### src/rtl/rob_multiport_if.sv
// Bus bundle for rob_multiport: issue allocation, NUM_WB writeback channels,
// in-order commit handshake and occupancy status.
interface rob_multiport_if #(
  parameter int IDX_W  = 3,
  parameter int NUM_WB = 3,
  parameter int DATA_W = 32
);
  logic                     alloc_valid;
  logic                     alloc_ready;
  logic [IDX_W-1:0]         alloc_idx;
  logic [NUM_WB-1:0]        wb_valid;
  logic [NUM_WB*IDX_W-1:0]  wb_idx;
  logic [NUM_WB-1:0]        wb_we;
  logic [NUM_WB*5-1:0]      wb_rd;
  logic [NUM_WB*DATA_W-1:0] wb_val;
  logic [NUM_WB*DATA_W-1:0] wb_pc;
  logic [NUM_WB-1:0]        wb_ex;
  logic [NUM_WB-1:0]        wb_store;
  logic [NUM_WB*DATA_W-1:0] wb_addr;
  logic                     commit_valid;
  logic                     commit_ready;
  logic                     commit_we;
  logic [4:0]               commit_rd;
  logic [DATA_W-1:0]        commit_val;
  logic                     commit_store;
  logic [DATA_W-1:0]        commit_addr;
  logic                     commit_ex;
  logic [DATA_W-1:0]        commit_epc;
  logic                     flush;
  logic [IDX_W:0]           count;
  logic                     full;
  logic                     empty;

  modport master (
    output alloc_valid, wb_valid, wb_idx, wb_we, wb_rd, wb_val, wb_pc, wb_ex,
           wb_store, wb_addr, commit_ready,
    input  alloc_ready, alloc_idx, commit_valid, commit_we, commit_rd, commit_val,
           commit_store, commit_addr, commit_ex, commit_epc, flush, count, full, empty
  );

  modport slave (
    input  alloc_valid, wb_valid, wb_idx, wb_we, wb_rd, wb_val, wb_pc, wb_ex,
           wb_store, wb_addr, commit_ready,
    output alloc_ready, alloc_idx, commit_valid, commit_we, commit_rd, commit_val,
           commit_store, commit_addr, commit_ex, commit_epc, flush, count, full, empty
  );
endinterface

### src/rtl/rob_multiport.sv
// Reorder buffer: in-order allocation, out-of-order multi-channel writeback,
// in-order commit with whole-buffer flush on a faulting commit.
module rob_multiport_chk #(
  parameter int IDX_W  = 3,
  parameter int NUM_WB = 3
) (
  input logic                    clk,
  input logic                    rst_n,
  input logic [NUM_WB-1:0]       wb_valid,
  input logic [NUM_WB*IDX_W-1:0] wb_idx
);
  logic dup_s;

  // Flag any two live writeback channels aimed at the same entry
  always_comb begin
    dup_s = 1'b0;
    for (int j = 0; j < NUM_WB; j++) begin
      for (int k = j + 1; k < NUM_WB; k++) begin
        if (wb_valid[j] && wb_valid[k] &&
            (wb_idx[j*IDX_W +: IDX_W] == wb_idx[k*IDX_W +: IDX_W])) begin
          dup_s = 1'b1;
        end else begin
          dup_s = dup_s;
        end
      end
    end
  end

  a_no_dup_wb: assert property (@(posedge clk) disable iff (!rst_n) !dup_s);
endmodule

module rob_multiport #(
  parameter int DEPTH  = 8,
  parameter int IDX_W  = 3,
  parameter int NUM_WB = 3,
  parameter int DATA_W = 32
) (
  input  logic           clk,
  input  logic           rst_n,
  rob_multiport_if.slave bus
);
  localparam int             CH_W      = (NUM_WB > 1) ? $clog2(NUM_WB) : 1;
  localparam int             RD_W      = 5;
  localparam logic [IDX_W:0] DEPTH_CNT = (IDX_W + 1)'(DEPTH);
  localparam logic [IDX_W:0] CNT_ONE   = (IDX_W + 1)'(1);

  logic [IDX_W-1:0]  head_q, head_d, tail_q, tail_d;
  logic [IDX_W:0]    count_q, count_d;
  logic              flush_q, flush_d;
  logic [DEPTH-1:0]  busy_q, busy_d, done_q, done_d;
  logic [DEPTH-1:0]  we_q, we_d, ex_q, ex_d, store_q, store_d;
  logic [RD_W-1:0]   rd_q   [DEPTH];
  logic [RD_W-1:0]   rd_d   [DEPTH];
  logic [DATA_W-1:0] val_q  [DEPTH];
  logic [DATA_W-1:0] val_d  [DEPTH];
  logic [DATA_W-1:0] pc_q   [DEPTH];
  logic [DATA_W-1:0] pc_d   [DEPTH];
  logic [DATA_W-1:0] addr_q [DEPTH];
  logic [DATA_W-1:0] addr_d [DEPTH];

  logic [DEPTH-1:0]  wb_hit_s;
  logic [CH_W-1:0]   wb_sel_s [DEPTH];
  logic              full_s, commit_valid_s, do_alloc_s, do_commit_s, do_flush_s;

  assign full_s         = (count_q == DEPTH_CNT);
  assign commit_valid_s = busy_q[head_q] & done_q[head_q];
  assign do_alloc_s     = bus.alloc_valid & ~full_s;
  assign do_commit_s    = commit_valid_s & bus.commit_ready;
  assign do_flush_s     = do_commit_s & ex_q[head_q];

  assign bus.alloc_ready  = ~full_s;
  assign bus.alloc_idx    = tail_q;
  assign bus.full         = full_s;
  assign bus.empty        = (count_q == '0);
  assign bus.count        = count_q;
  assign bus.flush        = flush_q;
  assign bus.commit_valid = commit_valid_s;
  assign bus.commit_we    = we_q[head_q];
  assign bus.commit_rd    = rd_q[head_q];
  assign bus.commit_val   = val_q[head_q];
  assign bus.commit_store = store_q[head_q];
  assign bus.commit_addr  = addr_q[head_q];
  assign bus.commit_ex    = ex_q[head_q];
  assign bus.commit_epc   = pc_q[head_q];

  // Per entry: which channel (lowest number wins) targets it this cycle
  always_comb begin
    wb_hit_s = '0;
    for (int i = 0; i < DEPTH; i++) begin
      wb_sel_s[i] = '0;
      for (int k = NUM_WB - 1; k >= 0; k--) begin
        if (bus.wb_valid[k] && (bus.wb_idx[k*IDX_W +: IDX_W] == IDX_W'(i))) begin
          wb_hit_s[i] = 1'b1;
          wb_sel_s[i] = CH_W'(k);
        end else begin
          wb_hit_s[i] = wb_hit_s[i];
        end
      end
    end
  end

  // Next state: a faulting commit overrides everything else in its cycle
  always_comb begin
    head_d  = head_q;
    tail_d  = tail_q;
    count_d = count_q;
    flush_d = 1'b0;
    busy_d  = busy_q;
    done_d  = done_q;
    we_d    = we_q;
    ex_d    = ex_q;
    store_d = store_q;
    rd_d    = rd_q;
    val_d   = val_q;
    pc_d    = pc_q;
    addr_d  = addr_q;
    if (do_flush_s) begin
      busy_d  = '0;
      done_d  = '0;
      head_d  = '0;
      tail_d  = '0;
      count_d = '0;
      flush_d = 1'b1;
    end else begin
      // A writeback racing the commit of its own entry is dropped
      for (int i = 0; i < DEPTH; i++) begin
        if (wb_hit_s[i] && busy_q[i] && !(do_commit_s && (head_q == IDX_W'(i)))) begin
          done_d[i]  = 1'b1;
          we_d[i]    = bus.wb_we[wb_sel_s[i]];
          ex_d[i]    = bus.wb_ex[wb_sel_s[i]];
          store_d[i] = bus.wb_store[wb_sel_s[i]];
          rd_d[i]    = bus.wb_rd[wb_sel_s[i]*RD_W +: RD_W];
          val_d[i]   = bus.wb_val[wb_sel_s[i]*DATA_W +: DATA_W];
          pc_d[i]    = bus.wb_pc[wb_sel_s[i]*DATA_W +: DATA_W];
          addr_d[i]  = bus.wb_addr[wb_sel_s[i]*DATA_W +: DATA_W];
        end else begin
          done_d[i] = done_q[i];
        end
      end
      if (do_commit_s) begin
        busy_d[head_q] = 1'b0;
        done_d[head_q] = 1'b0;
        head_d         = head_q + IDX_W'(1);
      end else begin
        head_d = head_q;
      end
      if (do_alloc_s) begin
        busy_d[tail_q] = 1'b1;
        done_d[tail_q] = 1'b0;
        tail_d         = tail_q + IDX_W'(1);
      end else begin
        tail_d = tail_q;
      end
      case ({do_alloc_s, do_commit_s})
        2'b10:   count_d = count_q + CNT_ONE;
        2'b01:   count_d = count_q - CNT_ONE;
        default: count_d = count_q;
      endcase
    end
  end

  // State and payload registers
  always_ff @(posedge clk or negedge rst_n) begin
    if (!rst_n) begin
      head_q  <= '0;
      tail_q  <= '0;
      count_q <= '0;
      flush_q <= 1'b0;
      busy_q  <= '0;
      done_q  <= '0;
      we_q    <= '0;
      ex_q    <= '0;
      store_q <= '0;
      for (int i = 0; i < DEPTH; i++) begin
        rd_q[i]   <= '0;
        val_q[i]  <= '0;
        pc_q[i]   <= '0;
        addr_q[i] <= '0;
      end
    end else begin
      head_q  <= head_d;
      tail_q  <= tail_d;
      count_q <= count_d;
      flush_q <= flush_d;
      busy_q  <= busy_d;
      done_q  <= done_d;
      we_q    <= we_d;
      ex_q    <= ex_d;
      store_q <= store_d;
      rd_q    <= rd_d;
      val_q   <= val_d;
      pc_q    <= pc_d;
      addr_q  <= addr_d;
    end
  end

  rob_multiport_chk #(.IDX_W(IDX_W), .NUM_WB(NUM_WB)) u_chk (
    .clk      (clk),
    .rst_n    (rst_n),
    .wb_valid (bus.wb_valid),
    .wb_idx   (bus.wb_idx)
  );
endmodule

### src/flat_wrapper.sv
// flat-port wrapper written by rule: the top's interface ports become plain ports
module rob_multiport_flat 
#(
  parameter int DEPTH  = 8,
  parameter int IDX_W  = 3,
  parameter int NUM_WB = 3,
  parameter int DATA_W = 32
)
  (clk, rst_n, bus_alloc_valid, bus_wb_valid, bus_wb_idx, bus_wb_we, bus_wb_rd, bus_wb_val, bus_wb_pc, bus_wb_ex, bus_wb_store, bus_wb_addr, bus_commit_ready, bus_alloc_ready, bus_alloc_idx, bus_commit_valid, bus_commit_we, bus_commit_rd, bus_commit_val, bus_commit_store, bus_commit_addr, bus_commit_ex, bus_commit_epc, bus_flush, bus_count, bus_full, bus_empty);
  rob_multiport_if #(.IDX_W(IDX_W), .NUM_WB(NUM_WB), .DATA_W(DATA_W)) bus_i ();
  input  logic clk;
  input  logic rst_n;
  input wire logic [$bits(bus_i.alloc_valid)-1:0] bus_alloc_valid;
  input wire logic [$bits(bus_i.wb_valid)-1:0] bus_wb_valid;
  input wire logic [$bits(bus_i.wb_idx)-1:0] bus_wb_idx;
  input wire logic [$bits(bus_i.wb_we)-1:0] bus_wb_we;
  input wire logic [$bits(bus_i.wb_rd)-1:0] bus_wb_rd;
  input wire logic [$bits(bus_i.wb_val)-1:0] bus_wb_val;
  input wire logic [$bits(bus_i.wb_pc)-1:0] bus_wb_pc;
  input wire logic [$bits(bus_i.wb_ex)-1:0] bus_wb_ex;
  input wire logic [$bits(bus_i.wb_store)-1:0] bus_wb_store;
  input wire logic [$bits(bus_i.wb_addr)-1:0] bus_wb_addr;
  input wire logic [$bits(bus_i.commit_ready)-1:0] bus_commit_ready;
  output wire logic [$bits(bus_i.alloc_ready)-1:0] bus_alloc_ready;
  output wire logic [$bits(bus_i.alloc_idx)-1:0] bus_alloc_idx;
  output wire logic [$bits(bus_i.commit_valid)-1:0] bus_commit_valid;
  output wire logic [$bits(bus_i.commit_we)-1:0] bus_commit_we;
  output wire logic [$bits(bus_i.commit_rd)-1:0] bus_commit_rd;
  output wire logic [$bits(bus_i.commit_val)-1:0] bus_commit_val;
  output wire logic [$bits(bus_i.commit_store)-1:0] bus_commit_store;
  output wire logic [$bits(bus_i.commit_addr)-1:0] bus_commit_addr;
  output wire logic [$bits(bus_i.commit_ex)-1:0] bus_commit_ex;
  output wire logic [$bits(bus_i.commit_epc)-1:0] bus_commit_epc;
  output wire logic [$bits(bus_i.flush)-1:0] bus_flush;
  output wire logic [$bits(bus_i.count)-1:0] bus_count;
  output wire logic [$bits(bus_i.full)-1:0] bus_full;
  output wire logic [$bits(bus_i.empty)-1:0] bus_empty;
  assign bus_i.alloc_valid = bus_alloc_valid;
  assign bus_i.wb_valid = bus_wb_valid;
  assign bus_i.wb_idx = bus_wb_idx;
  assign bus_i.wb_we = bus_wb_we;
  assign bus_i.wb_rd = bus_wb_rd;
  assign bus_i.wb_val = bus_wb_val;
  assign bus_i.wb_pc = bus_wb_pc;
  assign bus_i.wb_ex = bus_wb_ex;
  assign bus_i.wb_store = bus_wb_store;
  assign bus_i.wb_addr = bus_wb_addr;
  assign bus_i.commit_ready = bus_commit_ready;
  assign bus_alloc_ready = bus_i.alloc_ready;
  assign bus_alloc_idx = bus_i.alloc_idx;
  assign bus_commit_valid = bus_i.commit_valid;
  assign bus_commit_we = bus_i.commit_we;
  assign bus_commit_rd = bus_i.commit_rd;
  assign bus_commit_val = bus_i.commit_val;
  assign bus_commit_store = bus_i.commit_store;
  assign bus_commit_addr = bus_i.commit_addr;
  assign bus_commit_ex = bus_i.commit_ex;
  assign bus_commit_epc = bus_i.commit_epc;
  assign bus_flush = bus_i.flush;
  assign bus_count = bus_i.count;
  assign bus_full = bus_i.full;
  assign bus_empty = bus_i.empty;
  rob_multiport #(.DEPTH(DEPTH), .IDX_W(IDX_W), .NUM_WB(NUM_WB), .DATA_W(DATA_W)) u_core (.clk(clk), .rst_n(rst_n), .bus(bus_i));
endmodule
### config.mk
export PLATFORM = sky130hd
export DESIGN_NAME = rob_multiport_flat
export DESIGN_NICKNAME = d
export VERILOG_FILES = /design/src/rtl/rob_multiport_if.sv /design/src/rtl/rob_multiport.sv /design/src/flat_wrapper.sv
export SDC_FILE = /design/constraint.sdc
export NUM_CORES = 2
export LEC_CHECK = 0
export BUFFER_PORTS_ARGS = -buffer_cell sky130_fd_sc_hd__buf_2
export CAP_MARGIN = 20
export CORE_ASPECT_RATIO = 0.9
export CORE_MARGIN = 5
export CORE_UTILIZATION = 30
export CTS_BUF_LIST = sky130_fd_sc_hd__clkbuf_16
export DETAILED_ROUTE_END_ITERATION = 6
export PLACE_DENSITY = 0.43
export SLEW_MARGIN = 5
export SYNTH_ARGS = -nofsm -noshare
export SYNTH_HDL_FRONTEND = slang
export SYNTH_SLANG_ARGS = --single-unit
### constraint.sdc
create_clock -name clk -period 3.9 [get_ports clk]
set_input_delay 0.39 -clock clk [delete_from_list [all_inputs] [get_ports clk]]
set_output_delay 0.39 -clock clk [all_outputs]
set_load 0.03 [all_outputs]
======== After elaboration in Yosys (flattened, before gate mapping) ========
Cells that the tools add are included.
storage, ports and cells
  register bits after elaboration ......... 859
  latch bits .............................. 0
  memory bits (writable) .................. 0
  bits in read-only memories .............. 0
  input bits .............................. 328
  output and inout bits ................... 116
  memories kept ........................... 0
cells by class
  $add $sub $neg .......................... 4
  multiply operators ...................... 8
  div/mod/pow operators ................... 0
  magnitude comparators ................... 13
  equality and inequality tests ........... 31
  shifts and indexed selects .............. 32
  muxes and demuxes ....................... 153
  bitwise gates (word level) .............. 13
  reduce and logical (&&, ||, !) cells .... 74
operator list
  kind                                                count
  indexed part select 96 x 8 -> 32 bit                24
  binary-select mux 32 bit (select 3 bit)             3
  two-way mux 32 bit                                  6
  indexed part select 15 x 6 -> 5 bit                 8
  two-way mux 1 bit                                   72
  two-way mux 8 bit                                   8
  logical AND 1 bit                                   50
  binary-select mux 1 bit (select 2 bit)              24
  == test 3 bit, second input constant                16
  two-way mux 2 bit                                   24
  multiplier 2 x 3 -> 5 bit, second input constant    8
  bitwise AND 8 bit                                   3
  == test 3 x 2 -> 1 bit, second input constant       8
  < comparator 2 x 3 -> 1 bit, second input constant  8
  NOT 8 bit                                           2
  AND reduction 2 bit                                 8
  binary-select mux 1 bit (select 3 bit)              5
  binary-select mux 5 bit (select 3 bit)              1
  == test 3 x 1 -> 1 bit, second input constant       4
  logical NOT 3 bit                                   4
  two-way mux 3 bit                                   4
  two-way mux 5 bit                                   2
  logical NOT 1 bit                                   8
  < comparator 3 x 4 -> 1 bit, second input constant  2
  18 further kinds                                    26

======== Longest topological paths before layout ========
  depth in word-level cells ............... 15
  gate-level depth with buffers ........... 16
  depth with buffers taken out ............ 12

======== Worst setup path after synthesis ========
No wires, ideal clock.
  path type ............................... reg-to-reg
  from .................................... register u_core.head_q[0]
  to ...................................... register u_core.count_q[3], in the netlist u_core.bus.count[3]
  library setup time ...................... 135 ps
  data arrival time ....................... 3234 ps
  required time ........................... 3765 ps
  path slack .............................. 532 ps
  cell stages (with the launch flop) ...... 15
  buffers on the path ..................... 4
  period minus slack after synthesis ...... 3368 ps
  cells stage by stage .................... dfrtp_1 > buf_4 > inv_2 > mux4_2 > o22a_1 > buf_6 > inv_6 > buf_6 > clkbuf_1 > ha_1 > ha_1 > a31o_2 > a211oi_1 > xnor2_1 > nor2_1
on the way
  cells in the longest elaborated chain, start to end .. 7
  elaborated cells on any way between the ends .. 14
ends and longest elaborated chain
  what                                                            line                  RTL
  start, declared                                                 rob_multiport.sv:47   logic [IDX_W-1:0] head_q, head_d, tail_q, tail_d;
  start signal, assigned                                          rob_multiport.sv:165  head_q <= '0;
  start signal, assigned                                          rob_multiport.sv:181  head_q <= head_d;
  binary-select mux 1 bit (select 3 bit)                          rob_multiport.sv:66   assign commit_valid_s = busy_q[head_q] & done_q[head_q];
  two-way mux 1 bit (not written as such)                         rob_multiport.sv:66
  bitwise AND 1 bit                                               rob_multiport.sv:66
  bitwise AND 1 bit                                               rob_multiport.sv:68   assign do_commit_s = commit_valid_s & bus.commit_ready;
  == test 2 x 1 -> 1 bit / == test 2 bit (equally long branches)  rob_multiport.sv:154  case ({do_alloc_s, do_commit_s})
  one-hot mux 4 bit (2 select lines)                              rob_multiport.sv:154
  two-way mux 4 bit                                               rob_multiport.sv:117  if (do_flush_s) begin
  end signal, assigned                                            rob_multiport.sv:183  count_q <= count_d;
  end, declared                                                   rob_multiport.sv:48   logic [IDX_W:0] count_q, count_d;
Several ways; a longest one is shown, not always the timed one. The select of a mux whose other input is x is not followed.
A chain may end at the register's enable or synchronous reset.

======== Worst setup path in the final report ========
  from .................................... register u_core.head_q[2]
  to ...................................... output port bus_commit_val[29]
on the way
  cells in the longest elaborated chain, start to end .. 4
ends and longest elaborated chain
  what                                                    line                 RTL
  NOT 3 -> 4 bit (not written as such)                    rob_multiport.sv:80  assign bus.commit_val = val_q[head_q];
  binary-select mux 32 bit (select 3 bit)                 rob_multiport.sv:80
  two-way mux 32 bit (not written as such) (2 in series)  rob_multiport.sv:80
  end, declared                                           flat_wrapper.sv:29   output wire logic [$bits(bus_i.commit_val)-1:0] bus_commit_val;
No other way between the ends. The select of a mux whose other input is x is not followed.

==> flow_metrics.py <==
metrics = {
    "outcome": {
        "status": "finished, final reports clean",
    },
    "floorplanning": {
        "chipHeight_um": 418,
        "coreArea_um2": 184000,
        "die_x_um": 464,
        "fp-row-count": 149,
        "initial_core_util_pct": 30.2,
        "dieArea_um2": 194000,
        "io_pins": 444,
    },
    "clocking": {
        "cts_tree": "built",
        "clk_latency_ns": 0.76,
        "cts_setup_buffers": 0,
        "htreeDepth": 3,
        "clk_pin_slew_worst_paths_ns": 0.06,
        "clkSinkCount": 859,
        "cts_buffer_depth": 3,
        "root_buffer": "clkbuf_16",
        "cts_made_buffers": 110,
    },
    "drt": {
        "drc": 0,
        "via_count": 45500,
        "firstDrtPassIters": 6,
        "wl_met2_mm": 115,
        "wl_per_cell_um": 29.1,
        "drt_iter0_markers": 3723,
        "top_layer_used": "met5",
        "ant_nets": 0,
        "wl_met3_mm": 10.5,
        "drt-total-wl_mm": 239,
        "viasPerCell": 5.55,
        "wl_met1_mm": 105,
    },
    "layout": {
        "postLayoutCellArea_um2": 63300,
        "drive_gt1_share_pct": 27.8,
        "fin_util_pct": 34.4,
        "syn_to_final_growth_pct": 13.9,
        "finalNetCount": 5993,
        "nFillCells": 18600,
    },
    "synth": {
        "seq_area_frac_synth_pct": 38.7,
        "syn_inst": 5714,
        "synth_ff_type": "dfrtp_1",
        "synth_most_common_cell": "dfrtp_1",
        "synth-edff-count": 0,
        "syn-cell-area_um2": 55600,
        "synthArstFlopShare_pct": 100,
        "syn_nets": 6053,
        "synth.top_cell.area_share_pct": 38.7,
        "synth_seq_cells": 859,
        "synth_common_cells": "dfrtp_1, mux2i_1, mux2_2, nor2_1, a21oi_1",
        "synth_area_leaders": "dfrtp_1, mux2i_1, mux2_2",
        "yosys_warnings": 0,
        "avgSynthCellArea_um2": 9.73,
        "ys_types": 60,
        "synth_top_area_cell": "dfrtp_1",
    },
    "power_and_ir_drop": {
        "ir_drop_mv": 0.705,
        "leakage_nw": 24.2,
        "power_density_nw_per_um2": 709,
    },
    "sta": {
        "fin_ws_ns": 0.173,
        "hold_violations": 0,
        "worst_pin_slew_ns": 1.13,
        "grt_setup_unrepaired": "false",
        "min_period_over_period_pct": 95.6,
        "timing.setup.tns_ns": 0,
        "whs_ns": 0.0965,
        "slew_headroom_pct": 23.8,
        "finalMaxSlewViolations": 0,
        "fmax_mhz": 268,
        "setup_violations": 0,
        "final.setup_skew_ns": 0.0407,
        "period_minus_slack_ns": 3.73,
    },
    "global_route": {
        "grt-ovfl-total": 0,
        "grt_max_degree": 111,
        "grt_usage_pct": 23.8,
        "grt_pass1_wl_mm": 343,
        "grt_pass1_vias": 45100,
        "antenna_found_initial": 97,
    },
    "worst_setup_path": {
        "max_stage_delay_ns": 0.71,
        "cp_cell_sequence": "buf_4 -> nor3_2 -> buf_12 -> a22oi_1 -> nand4_1 -> buf_2",
        "critical-path-top-delay-family": "simple AND/OR/NAND/NOR gates",
        "criticalPathCategory": "reg -> out",
        "cp_max_fo": 32,
        "cp-end-kind": "output pin",
        "cpMaxStageDelayCell": "nor3_2",
        "startpoint_type": "register",
        "cp.required_ns": 3.51,
        "crit_buf_inv": 3,
        "critical_path_arrival_ns": 3.34,
    },
    "placement": {
        "place_ws_ns": 0.504,
        "hpwl_mm": 136,
        "io_buffers": 443,
        "gp_congestion": 0.793,
        "placed_area_um2": 59800,
    },
    "min_path": {
        "hold_path_class": "in -> reg",
    },
    "run": {
        "drv_cap": 0,
    },
}
flip-flops by register name, summed over array words and instances, names as in the netlist:
register and cells:
u_core.addr_q 256, u_core.pc_q 256, u_core.val_q 256, u_core.rd_q 40, u_core.busy_q 8, u_core.done_q 8
u_core.ex_q 8, u_core.store_q 8, u_core.we_q 8, u_core.bus.count 4, u_core.bus.alloc_idx 3, u_core.head_q 3
u_core.bus.flush 1
final cells by class:
class / count / area, um^2 / area share [%]
inverters: 9 / 38.8 / 0.0613
clock inverters: 94 / 591 / 0.933
repair buffers: 612 / 4490 / 7.09
clock buffers: 111 / 2780 / 4.39
well taps: 2416 / 3020 / 4.77
diodes: 46 / 115 / 0.182
multi-input cells: 4062 / 30800 / 48.6
flip-flops and latches: 859 / 21500 / 34.0
where the power goes:
group	internal [W]	switching (W)
Sequential	0.0135	0.00256
Combinational	0.00791	0.0110
Clock	0.00547	0.00442
through the flow:
stage	total power (W)	std cells
3_3_place_gp	0.0348	7957
2_1_floorplan	0.0282	5714
3_5_place_dp	0.0351	7957
5_1_grt	0.0471	8196
6_report	0.0449	8209
4_1_cts	0.0452	8163
per-layer routing:
layer / global-route usage, % / vias to the layer above
met5: 0 / -
met4: 8.14 / 22
met3: 3.21 / 405
met2: 39.9 / 1387
met1: 31.5 / 23300
li1: - / 20400
tightest hold or removal path, cell delays in order:
cell	delay, ns
buf_2	0.18
nand2_1	0.06
o21ai_0	0.07
mux2_1	0.12
logic make-up (layout without fill, tap and decap cells):
family / count (synthesis) / count (layout) / share of synthesized area, %
muxes: 1671 / 1671 / 32.4
AOI/OAI and AO/OA: 1317 / 1317 / 14.0
and+or+nand+nor: 1057 / 1057 / 8.16
DFF: 859 / 859 / 38.7
buffers and inverters: 793 / 826 / 6.36
adders and majority gates: 11 / 11 / 0.248
xor gates and xnor gates: 6 / 6 / 0.0945
other: 0 / 46 / 0
worst paths after layout:
path	cells past startpoint	end	startpoint	slack, ns
min in group asynchronous	2	u_core.addr_q[216]	rst_n	0.29
setup reg to reg	9	u_core.bus.count[3]	u_core.bus.count[1]	0.70
max in group asynchronous	3	u_core.pc_q[163]	rst_n	2.32
setup / recovery	6	bus_commit_val[29]	u_core.head_q[2]	0.17
hold reg to reg	1	u_core.pc_q[180]	u_core.pc_q[180]	0.49
hold / removal	4	u_core.val_q[201]	bus_wb_val[73]	0.1
placed cells by master, fill, tap and decap left out, drive strengths merged, types with 62 or more instances in the layout:
master / n
a21oi: 537
a22oi: 412
buf: 611
nor2: 542
clkbuf: 111
nand4: 105
mux2: 832
mux2i: 836
nand2: 331
clkinv: 62
dfrtp: 859
o21ai: 321
timing repair:
action,CTS,global route
hold buffers,1,0
resized for setup,0,1
endpoints found under the setup margin,0,2
hold endpoints to repair,45,0
(Power assumes the default switching activity.)
